[config.mk]
export PLATFORM = sky130hd
export DESIGN_NAME = wb_arbiter
export DESIGN_NICKNAME = d
export VERILOG_FILES = /design/src/rtl/wb_arbiter.sv
export SDC_FILE = /design/constraint.sdc
export NUM_CORES = 1
export LEC_CHECK = 0
export ABC_AREA = 1
export CORE_ASPECT_RATIO = 0.5
export CORE_MARGIN = 3
export CORE_UTILIZATION = 39
export CTS_CLUSTER_SIZE = 25
export DETAILED_ROUTE_END_ITERATION = 6
export MAX_ROUTING_LAYER = met4
export PLACE_DENSITY = 0.64
export SLEW_MARGIN = 15
export SYNTH_ARGS = -nofsm -noshare
export SYNTH_HDL_FRONTEND = slang
export SYNTH_SLANG_ARGS = --single-unit
[constraint.sdc]
create_clock -name clk -period 3.7 [get_ports clk]
set_input_delay 0.74 -clock clk [delete_from_list [all_inputs] [get_ports clk]]
set_output_delay 0.74 -clock clk [all_outputs]
set_load 0.05 [all_outputs]
[src/rtl/wb_arbiter.sv]
// Writeback arbiter: buffers ALU and LSU results in per-source FIFOs and issues at most one
// register file write per cycle, LSU first, with a starvation guard for the ALU.
module wb_arbiter #(
    parameter int unsigned DEPTH      = 2,
    parameter int unsigned STARVE_MAX = 3
) (
    input  logic                             clk,
    input  logic                             res,
    input  logic                             alu_valid,
    output logic                             alu_ready,
    input  logic [4:0]                       alu_rd,
    input  logic [31:0]                      alu_data,
    input  logic                             lsu_valid,
    output logic                             lsu_ready,
    input  logic [4:0]                       lsu_rd,
    input  logic [31:0]                      lsu_data,
    output logic [4:0]                       wb_rd,
    output logic [31:0]                      wb_data,
    output logic                             wb_valid,
    output logic [$clog2(2*DEPTH+1)-1:0]     pending
);

    localparam int unsigned AW = $clog2(DEPTH);
    localparam int unsigned CW = $clog2(DEPTH + 1);
    localparam int unsigned PW = $clog2(2 * DEPTH + 1);
    localparam int unsigned SW = $clog2(STARVE_MAX + 1);

    localparam logic [CW-1:0] FULL = CW'(DEPTH);
    localparam logic [SW-1:0] SMAX = SW'(STARVE_MAX);

    logic [4:0]    r_alu_rd_mem   [DEPTH];
    logic [31:0]   r_alu_data_mem [DEPTH];
    logic [4:0]    r_lsu_rd_mem   [DEPTH];
    logic [31:0]   r_lsu_data_mem [DEPTH];

    logic [AW-1:0] r_alu_wp, r_alu_rp, r_lsu_wp, r_lsu_rp;
    logic [CW-1:0] r_alu_cnt, r_lsu_cnt;
    logic [CW-1:0] w_alu_cnt_d, w_lsu_cnt_d;
    logic [SW-1:0] r_starve, w_starve_d;
    logic [PW-1:0] r_pending;

    logic          r_wb_valid;
    logic [4:0]    r_wb_rd;
    logic [31:0]   r_wb_data;

    logic w_alu_push, w_lsu_push;
    logic w_alu_ne, w_lsu_ne;
    logic w_alu_win, w_lsu_win;

    // Ready looks only at registered occupancy; no bypass when the head pops this cycle.
    assign alu_ready = (r_alu_cnt != FULL) && res;
    assign lsu_ready = (r_lsu_cnt != FULL) && res;

    // Writes to x0 are accepted but never enter the FIFO.
    assign w_alu_push = alu_valid && alu_ready && (alu_rd != 5'd0);
    assign w_lsu_push = lsu_valid && lsu_ready && (lsu_rd != 5'd0);

    assign w_alu_ne  = (r_alu_cnt != '0);
    assign w_lsu_ne  = (r_lsu_cnt != '0);
    assign w_alu_win = w_alu_ne && (!w_lsu_ne || (r_starve == SMAX));
    assign w_lsu_win = w_lsu_ne && !w_alu_win;

    always_comb begin
        w_alu_cnt_d = r_alu_cnt;
        if (w_alu_push && !w_alu_win) begin
            w_alu_cnt_d = r_alu_cnt + CW'(1);
        end else if (!w_alu_push && w_alu_win) begin
            w_alu_cnt_d = r_alu_cnt - CW'(1);
        end

        w_lsu_cnt_d = r_lsu_cnt;
        if (w_lsu_push && !w_lsu_win) begin
            w_lsu_cnt_d = r_lsu_cnt + CW'(1);
        end else if (!w_lsu_push && w_lsu_win) begin
            w_lsu_cnt_d = r_lsu_cnt - CW'(1);
        end

        w_starve_d = '0;
        if (w_alu_ne && w_lsu_win) begin
            w_starve_d = (r_starve == SMAX) ? r_starve : r_starve + SW'(1);
        end
    end

    always_ff @(posedge clk) begin
        if (w_alu_push) begin
            r_alu_rd_mem[r_alu_wp]   <= alu_rd;
            r_alu_data_mem[r_alu_wp] <= alu_data;
        end
        if (w_lsu_push) begin
            r_lsu_rd_mem[r_lsu_wp]   <= lsu_rd;
            r_lsu_data_mem[r_lsu_wp] <= lsu_data;
        end
    end

    always_ff @(posedge clk or negedge res) begin
        if (!res) begin
            r_alu_wp   <= '0;
            r_alu_rp   <= '0;
            r_lsu_wp   <= '0;
            r_lsu_rp   <= '0;
            r_alu_cnt  <= '0;
            r_lsu_cnt  <= '0;
            r_starve   <= '0;
            r_pending  <= '0;
            r_wb_valid <= 1'b0;
            r_wb_rd    <= 5'd0;
            r_wb_data  <= 32'd0;
        end else begin
            if (w_alu_push) r_alu_wp <= r_alu_wp + AW'(1);
            if (w_lsu_push) r_lsu_wp <= r_lsu_wp + AW'(1);
            if (w_alu_win)  r_alu_rp <= r_alu_rp + AW'(1);
            if (w_lsu_win)  r_lsu_rp <= r_lsu_rp + AW'(1);
            r_alu_cnt  <= w_alu_cnt_d;
            r_lsu_cnt  <= w_lsu_cnt_d;
            r_starve   <= w_starve_d;
            r_pending  <= PW'(w_alu_cnt_d) + PW'(w_lsu_cnt_d);
            r_wb_valid <= w_alu_win || w_lsu_win;
            // wb_data holds its last value on idle cycles; only rd is forced to x0.
            if (w_alu_win) begin
                r_wb_rd   <= r_alu_rd_mem[r_alu_rp];
                r_wb_data <= r_alu_data_mem[r_alu_rp];
            end else if (w_lsu_win) begin
                r_wb_rd   <= r_lsu_rd_mem[r_lsu_rp];
                r_wb_data <= r_lsu_data_mem[r_lsu_rp];
            end else begin
                r_wb_rd   <= 5'd0;
            end
        end
    end

    assign wb_valid = r_wb_valid;
    assign wb_rd    = r_wb_rd;
    assign wb_data  = r_wb_data;
    assign pending  = r_pending;

endmodule

# --- Word level (Yosys, flattened, before mapping) ---
# Memories as Yosys holds them, arrays and structs flattened.
# Index checks and enable logic that the tools add are counted.
totals:
  latch_bits: 0
  ramBits: 148
  mem_bits_ro: 0
  out_inout_bits: 43
  inputBits: 78
  word_cells: 68
  register_bits: 51
  n_memories: 4
classes:
  n_eq_ne: 4
  reduce_logical: 25
  mul: 0
  n_addsub: 10
  bitwise_logic: 0
  shift: 0
  muxes: 14
  magnitude_cmp: 0
  div: 0
memory_table:
  columns: ["name", "words", "width", "rd", "rd_clocked_by_memory_dff", "wr", "line", "text"]
  rows:
  - ["r_alu_data_mem", 2, 32, 1, 0, 1, "32", "logic [31:0] r_alu_data_mem [DEPTH];"]
  - ["r_lsu_data_mem", 2, 32, 1, 0, 1, "34", "logic [31:0] r_lsu_data_mem [DEPTH];"]
  - ["r_alu_rd_mem", 2, 5, 1, 0, 1, "31", "logic [4:0] r_alu_rd_mem [DEPTH];"]
  - ["r_lsu_rd_mem", 2, 5, 1, 0, 1, "33", "logic [4:0] r_lsu_rd_mem [DEPTH];"]
op_table:
  columns: ["op", "n"]
  rows:
  - ["$mux 32", 2]
  - ["$logic_and 1x1->1", 13]
  - ["$mux 2", 6]
  - ["$mux 5", 2]
  - ["$reduce_bool 5->1", 2]
  - ["$add 2x1->2 const B", 3]
  - ["$ne 2x2->1 const B", 3]
  - ["$reduce_bool 2->1", 3]
  - ["$logic_not 1->1", 5]
  - ["$add 1x1->1 const B", 4]
  - ["$mux 1", 4]
  - ["$sub 2x1->2 const B", 2]
  - ["$add 2x2->3", 1]
  - ["$eq 2x2->1 const B", 1]
  - ["$logic_or 1x1->1", 2]

# --- Longest topological paths before layout ---
# Gate-level depths: netlist of the first run.
logic_depth:
  depth_word: 10
  depth_mapped: 14
  ltp_nobuf: 14

# --- Worst setup path after synthesis of the first run ---
# OpenSTA, ideal clock, no wires.
synth_path:
  path_type: "input port to flip-flop"
  start: "in res"
  end: "mem r_lsu_data_mem[0][0], enable pin"
  arrival_ns: 2.693
  t_required_ns: 3.269
  setup_time_ns: 0.431
  n_path_buf: 0
  cell_stages: 4
  slack_ns: 0.575
  cell_sequence: "nand2_1 nor2_1 nand2_1 nor2_1"
synth_between:
  elab_chain_cells: 5
synth_lines:
  columns: ["item", "line", "text"]
  rows:
  - ["start: declaration", "8", "input logic res,"]
  - ["$logic_and 1x1->1", "52", "assign lsu_ready = (r_lsu_cnt != FULL) && res;"]
  - ["$logic_and 1x1->1 (2 in a row)", "56", "assign w_lsu_push = lsu_valid && lsu_ready && (lsu_rd != 5'd0);"]
  - ["$mux 1", "89", "if (w_lsu_push) begin"]
  - ["$mux 1 (not written as such)", "91", "r_lsu_data_mem[r_lsu_wp] <= lsu_data;"]
  - ["end: declaration", "34", null]
# Every way passes these cells.

# --- Worst setup path in the final report of the first run ---
layout_path:
  start: "reg r_alu_cnt[0]"
  end: "out alu_ready"
layout_between:
  elab_chain_cells: 2
layout_lines:
  columns: ["item", "line", "text"]
  rows:
  - ["start: declaration", "37", "logic [CW-1:0] r_alu_cnt, r_lsu_cnt;"]
  - ["start signal: assignment", "113", "r_alu_cnt <= w_alu_cnt_d;"]
  - ["$ne 2x2->1", "51", "assign alu_ready = (r_alu_cnt != FULL) && res;"]
  - ["$logic_and 1x1->1", "51", null]
  - ["end: declaration", "10", "output logic alu_ready,"]
# Every way passes these cells.

==> results of run 1 <==
[power breakdown]
| group | internal (µW) | leakage [µW] | switching (µW) | total [µW] |
|---|---|---|---|---|
| clock | 1030 | 0.000305 | 892 | 1920 |
| sequential | 2930 | 0.00194 | 284 | 3210 |
| combinational | 1120 | 0.00159 | 2320 | 3440 |
| total | 5090 | 0.00383 | 3500 | 8580 |
[metrics by stage]
stage	utilization, %	total power (µW)	worst slack, ps
6_report	51.86	8582	906.5
5_1_grt	51.86	9102	806.8
4_1_cts	51.86	8683	860.0
3_5_place_dp	48.64	6756	748.4
3_3_place_gp	48.64	6683	811.5
2_1_floorplan	-	5675	575.3
[synth_stat cells]
library cell	instances	area (µm²)
edfxtp_1	148	4444
nor2_1	86	322.8
nand2_1	82	307.8
nand3_1	72	360.4
dfrtp_1	51	1276
mux2i_1	37	370.4
inv_1	23	86.33
o21ai_0	20	100.1
o21ai_1	12	60.06
buf_2	10	50.05
buf_6	10	112.6
clkbuf_1	7	26.28
ha_1	6	75.07
o32ai_1	5	43.79
buf_4	4	30.03
inv_2	2	7.510
xor2_1	2	17.52
a21oi_1	1	5.000
fa_1	1	20.02
nand3_2	1	10.01
nand3b_1	1	7.510
nand4_1	1	6.260
nor3_1	1	5.000
nor3b_1	1	7.510
o21ai_4	1	16.27
o21bai_4	1	18.77
xnor2_1	1	8.760
[how the worst max path moves through the flow]
stage	endpoint	slack, ps	cells past startpoint
2_1_floorplan	r_lsu_data_mem[0][0]$_DFFE_PP_	580	4
3_3_place_gp	pending[1]$_DFF_PN0_	810	12
3_5_place_dp	pending[1]$_DFF_PN0_	750	12
4_1_cts	alu_ready	860	6
5_1_grt	alu_ready	810	6
6_report	alu_ready	910	6
[routing by layer]
metal | track usage [%] | vias to the layer above | part of all wire (%)
li1 | - | 2303 | -
met5 | - | - | 0
met2 | 27.81 | 100 | 50
met4 | 4.935 | 0 | 1.1
met1 | 23.28 | 2417 | 45
met3 | 3.212 | 15 | 4.1
[registers in the layout, indices dropped and copies added (netlist names)]
register        flops
wb_rd               5
r_lsu_rd_mem       10
r_alu_cnt           2
r_lsu_cnt           2
pending             3
wb_data            32
r_alu_wp            1
r_alu_data_mem     64
r_alu_rd_mem       10
r_alu_rp            1
r_lsu_wp            1
r_lsu_data_mem     64
r_starve            2
wb_valid            1
r_lsu_rp            1
[cell families after synthesis]
group,count (synthesis)
compound gates,40
xor+xnor,3
fa+ha+maj,7
buf+inv,56
flops,199
mux,37
simple gates,245
[worst max-delay path: stages, from the launching register on]
cell and delay [ps]:
dfrtp_1 350, inv_1 80, ha_1 190, inv_1 60, nand2_1 70, inv_1 70, clkdlybuf4s50_1 800
[cell type report]
cell class                 instances  area, µm²  share of cell area, %
sequential                       199       5723                  58.06
multi-input combinational        332       1798                  18.24
timing repair buffer             135       1306                  13.25
clock buffer                      17      425.4                  4.316
tap                              259      324.1                  3.288
clock inverter                    15      186.4                  1.891
inverter                          25      93.84                 0.9520
[cell usage in the layout (no fill, tap or decap)]
cell	n
nand3b_1	1
mux2i_1	37
o21ai_4	1
a21oi_1	1
clkdlybuf4s50_1	118
inv_8	5
buf_2	1
ha_2	2
ha_1	4
nand4_1	1
xor2_1	2
nor3b_1	1
nor3_1	1
dfrtp_1	49
o32ai_1	5
clkinv_4	2
inv_6	3
bufinv_16	2
nand2_1	82
clkinv_8	1
inv_1	22
edfxtp_1	148
o21bai_4	1
nand3_1	72
o21ai_0	20
o21ai_1	12
clkbuf_16	17
inv_2	2
buf_4	16
dfrtp_2	2
xnor2_1	1
nor2_4	4
clkinv_1	1
nand3_2	1
clkinv_2	2
fa_1	1
nor2_1	82
==> flow_metrics.env, run 1 <==
export IMPL_status="finished, final reports clean"
export IMPL_fp_dieH_um=106.0
export IMPL_ant_nets=0
export IMPL_diodes=0
export IMPL_relSlewSlack_pct=46.78
export IMPL_rrSetupSlack_ps=1080
export IMPL_skew_ps=8.024
export IMPL_ys_ff_latch=199
export IMPL_synth_yosys_seq_area_share_pct=73.38
export IMPL_fmax_mhz=358.0
export IMPL_drt_pass1_iterations=5
export IMPL_clock_sinks=199
export IMPL_critPathLaunch="r_alu_cnt[0]$_DFF_PN0_"
export IMPL_syn_area_um2=7796
export IMPL_grt_pass1_vias=4990
export IMPL_dpl_hpwl_um=11210
export IMPL_setup_viol=0
export IMPL_crit_required_ps=2960
export IMPL_p_per_area_nw_per_um2=870.6
export IMPL_die_w_um=206.0
export IMPL_cts_setup_buffers=0
export IMPL_fillers=1677
export IMPL_drv_cap=0
export IMPL_cp_start_kind="register"
export IMPL_drc=0
export IMPL_hold_viol=0
export IMPL_cts_tree="built"
export IMPL_syn_nets=672
export IMPL_cts_max_path_buffers=2
export IMPL_io_pins=121
export IMPL_insertion_delay_ps=430
export IMPL_die_area_um2=21830
export IMPL_h_tree_depth=4
export IMPL_synth_simple_area_share_pct=13.18
export IMPL_stdcell_area_um2=9857
export IMPL_yosysWarnings=0
export IMPL_core_area_um2=19010
export IMPL_vdd_ir_drop_worst_mv=0.4542
export IMPL_synth_cell_types=27
export IMPL_synth_cells=587
export IMPL_fin_tns_setup_ps=0
export IMPL_tightest_slew_ps=798.3
export IMPL_hold_buffers=0
export IMPL_grt_pass1_wl_um=27860
export IMPL_wl_per_cell_um=18.20
export IMPL_drt_iter0_drc=290
export IMPL_totalWireLength_um=17870
export IMPL_synth_top_family_by_area="simple AND/OR/NAND/NOR gates"
export IMPL_p_leak_uw=0.003830
export IMPL_track_usage_pct=17.47
export IMPL_synth_area_per_cell_um2=13.28
export IMPL_place_congestion=0.7644
export IMPL_vias=4835
export IMPL_end_kind="primary output"
export IMPL_crit_fanout=3
export IMPL_cts_root_buf="clkbuf_16"
export IMPL_period_share_pct=75.50
export IMPL_grt_antenna_before_repair=0
export IMPL_layout_drive_gt1_share_pct=8.575
export IMPL_viasPerCell=4.924
export IMPL_grt_max_degree=40
export IMPL_reg2reg_depth=13
export IMPL_worst_hold_slack_ps=367.8
export IMPL_numCtsBuffers=17
export IMPL_cts_resized=0
export IMPL_path_clk_slew_ps=80
export IMPL_hold_class="primary input to asynchronous set/reset pin"
export IMPL_numPlacedInstances=950
export IMPL_port_buffers=120
export IMPL_dpl_instance_area_um2=9245
export IMPL_rsz0062_at_grt="false"
export IMPL_cp_arrival_ps=2050
export IMPL_synthXorXnorAreaFrac_pct=0.3370
export IMPL_synth_mux_area_share_pct=4.750
export IMPL_crit_type="register to primary output"
export IMPL_start_util_pct=41.02
export IMPL_final_cells=982
export IMPL_grt_overflow_total=0
export IMPL_synth_compound_area_share_pct=3.130
export IMPL_core_rowCount=35
export IMPL_drv_slew=0
export IMPL_r2r_start="r_alu_cnt[0]$_DFF_PN0_"
export IMPL_nets=795
export IMPL_post_route_min_period_ps=2794
export IMPL_r2r_end="pending[1]$_DFF_PN0_"
export IMPL_synthAdderAreaFrac_pct=1.220
export IMPL_area_growth_pct=26.43
No activity file was read; power rests on OpenSTA's default activity.
==> run 2, diff against run 1 <==
- PLACE_DENSITY: 0.64 -> 0.66
- clock period: 3.7 -> 2.5 ns (I/O delays scaled with it)
==> run 2 against run 1 <==
Against the previous run: clock skew rose by 4.8 ps; combinational power rose by 53%; sequential share of layout area fell by 1.0 points; register-to-register slack got worse by 810 ps; non-clock buffer count rose by 12; setup slack got worse by 730 ps; first-iteration DRC count fell by 23%; via count rose by 0.79%; critical endpoint is now pending[1]$_DFF_PN0_.
==> flow_metrics.env, run 2 (synthesis gave the netlist of run 1 again) <==
export IMPL_numCtsBuffers=17
export IMPL_insertion_delay_ps=420
export IMPL_core_rowCount=35
export IMPL_power_uw=12750
export IMPL_hold_class="register to register"
export IMPL_fp_dieH_um=106.0
export IMPL_final_cell_mix="edfxtp_1 (148), clkdlybuf4s50_1 (117), nor2_1 (80), nand2_1 (80), nand3_1 (72)"
export IMPL_cts_max_path_buffers=2
export IMPL_end_kind="register"
export IMPL_rrSetupSlack_ps=270
export IMPL_totalWireLength_um=17800
export IMPL_drt_pass1_iterations=4
export IMPL_numPlacedInstances=961
export IMPL_port_buffers=120
export IMPL_wl_per_cell_um=17.91
export IMPL_h_tree_depth=4
export IMPL_cp_start_kind="primary input"
export IMPL_diodes=0
export IMPL_crit_required_ps=2820
export IMPL_fmax_mhz=430.2
export IMPL_stdcell_area_um2=10040
export IMPL_final_cells=994
export IMPL_drv_slew=0
export IMPL_grt_antenna_before_repair=0
export IMPL_io_pins=121
export IMPL_layout_drive_gt1_share_pct=10.61
export IMPL_path_clk_slew_ps=70
export IMPL_tightest_slew_ps=701.6
export IMPL_clockPowerShare_pct=21.1
export IMPL_vias=4873
export IMPL_swShare_pct=40.39
export IMPL_cp_arrival_ps=2640
export IMPL_cp_top_family="buffers and inverters"
export IMPL_gr_usage_met1_pct=23.00
export IMPL_p_leak_uw=0.003901
export IMPL_mostFrequentLayoutCell="edfxtp_1"
export IMPL_place_congestion=0.8287
export IMPL_p_sw_uw=5149
export IMPL_grtUsageMet2_pct=28.05
export IMPL_pwr_share_seq_pct=37.6
export IMPL_pwr_share_comb_pct=41.3
export IMPL_status="finished, final reports clean"
export IMPL_hold_viol=0
export IMPL_nets=807
export IMPL_crit_fanout=4
export IMPL_die_area_um2=21830
export IMPL_p_per_area_nw_per_um2=1270
export IMPL_cp_cell_sequence="dlygate4sd3_1, clkbuf_4, nand2_1, nor2_2, nand2_2, nand2_2, nand3_1, nand2_1, ha_1, inv_1, fa_1, inv_1"
export IMPL_grt_pass1_wl_um=28150
export IMPL_post_route_util_pct=52.82
export IMPL_skew_ps=12.83
export IMPL_relSlewSlack_pct=53.22
export IMPL_drc=0
export IMPL_clock_sinks=199
export IMPL_met3_usage_pct=3.120
export IMPL_cts_setup_buffers=0
export IMPL_drt_iter0_drc=222
export IMPL_fin_tns_setup_ps=0
export IMPL_rsz0062_at_grt="false"
export IMPL_cts_root_buf="clkbuf_16"
export IMPL_grt_overflow_total=0
export IMPL_busiest_layer="met2"
export IMPL_grt_max_degree=51
export IMPL_path_buf_inv=4
export IMPL_track_usage_pct=17.37
export IMPL_vdd_ir_drop_worst_mv=0.6245
export IMPL_dpl_hpwl_um=11940
export IMPL_drv_cap=0
export IMPL_viasPerCell=4.902
export IMPL_p_int_uw=7598
export IMPL_ant_nets=0
export IMPL_period_share_pct=92.99
export IMPL_cts_tree="built"
export IMPL_dpl_instance_area_um2=9438
export IMPL_crit_type="primary input to register"
export IMPL_core_area_um2=19010
export IMPL_fillers=1607
export IMPL_grt_pass1_vias=5081
export IMPL_area_growth_pct=28.76
export IMPL_start_util_pct=41.02
export IMPL_die_w_um=206.0
export IMPL_slowest_delay_ps=600
export IMPL_critical_path_slowest_cell="dlygate4sd3_1"
export IMPL_post_route_min_period_ps=2325
export IMPL_setup_viol=0
## run 2: layout make-up
cell class	count	area (µm²)	area share, %
clock inverter	14	138.9	1.384
multi-input combinational	332	1808	18.01
inverter	25	93.84	0.9348
sequential	199	5723	57.01
timing repair buffer	147	1511	15.06
clock buffer	18	439.2	4.375
tap	259	324.1	3.228
## run 2: stage by stage
stage          setup WS, ps  hold slack (ps)
5_1_grt               7.081            465.0
3_5_place_dp         -121.2            322.6
3_3_place_gp         -73.68            317.1
2_1_floorplan        -490.9            204.4
4_1_cts               44.28            450.8
6_report              175.3            448.8
## run 2: what timing repair did
action / CTS / global route
resized for setup: 0 / 5
hold buffers: 1 / 0
endpoints found under the setup margin: 0 / 2
endpoints found under the hold margin: 1 / 0
## run 2: worst reg2reg max path: stages (launching register included)
cell and delay, ps:
dfrtp_1 400, inv_1 60, ha_2 200, o21ai_4 330, nand3_1 210, nand2_1 110, nand2_1 50, nand2_1 70
ha_1 140, inv_1 50, fa_1 470, inv_1 40
## run 2: routing by layer
metal | wire length (µm) | part of all wire (%)
met5 | 0 | 0
met4 | 160 | 0.90
met3 | 656 | 3.7
met2 | 8696 | 49
met1 | 8287 | 47
## run 2: power by group through the flow
stage	logic, µW	clock network, µW	registers, µW
4_1_cts	5320	2740	4800
5_1_grt	5770	2880	4860
6_report	5270	2690	4790
3_5_place_dp	5310	0	4850
2_1_floorplan	2560	0	5840
3_3_place_gp	5220	0	4830
## run 2: path summary, 6_finish.rpt
kind / from / to / depth (start not counted)
max in group asynchronous: res / r_alu_rp$_DFFE_PN0P_ / 3
min reg2reg: r_starve[0]$_DFFE_PN0P_ / r_starve[0]$_DFFE_PN0P_ / 1
max: res / pending[1]$_DFF_PN0_ / 12
min in group asynchronous: res / r_alu_wp$_DFFE_PN0N_ / 2
max reg2reg: r_lsu_cnt[1]$_DFF_PN0_ / pending[1]$_DFF_PN0_ / 11
min: r_starve[0]$_DFFE_PN0P_ / r_starve[0]$_DFFE_PN0P_ / 1
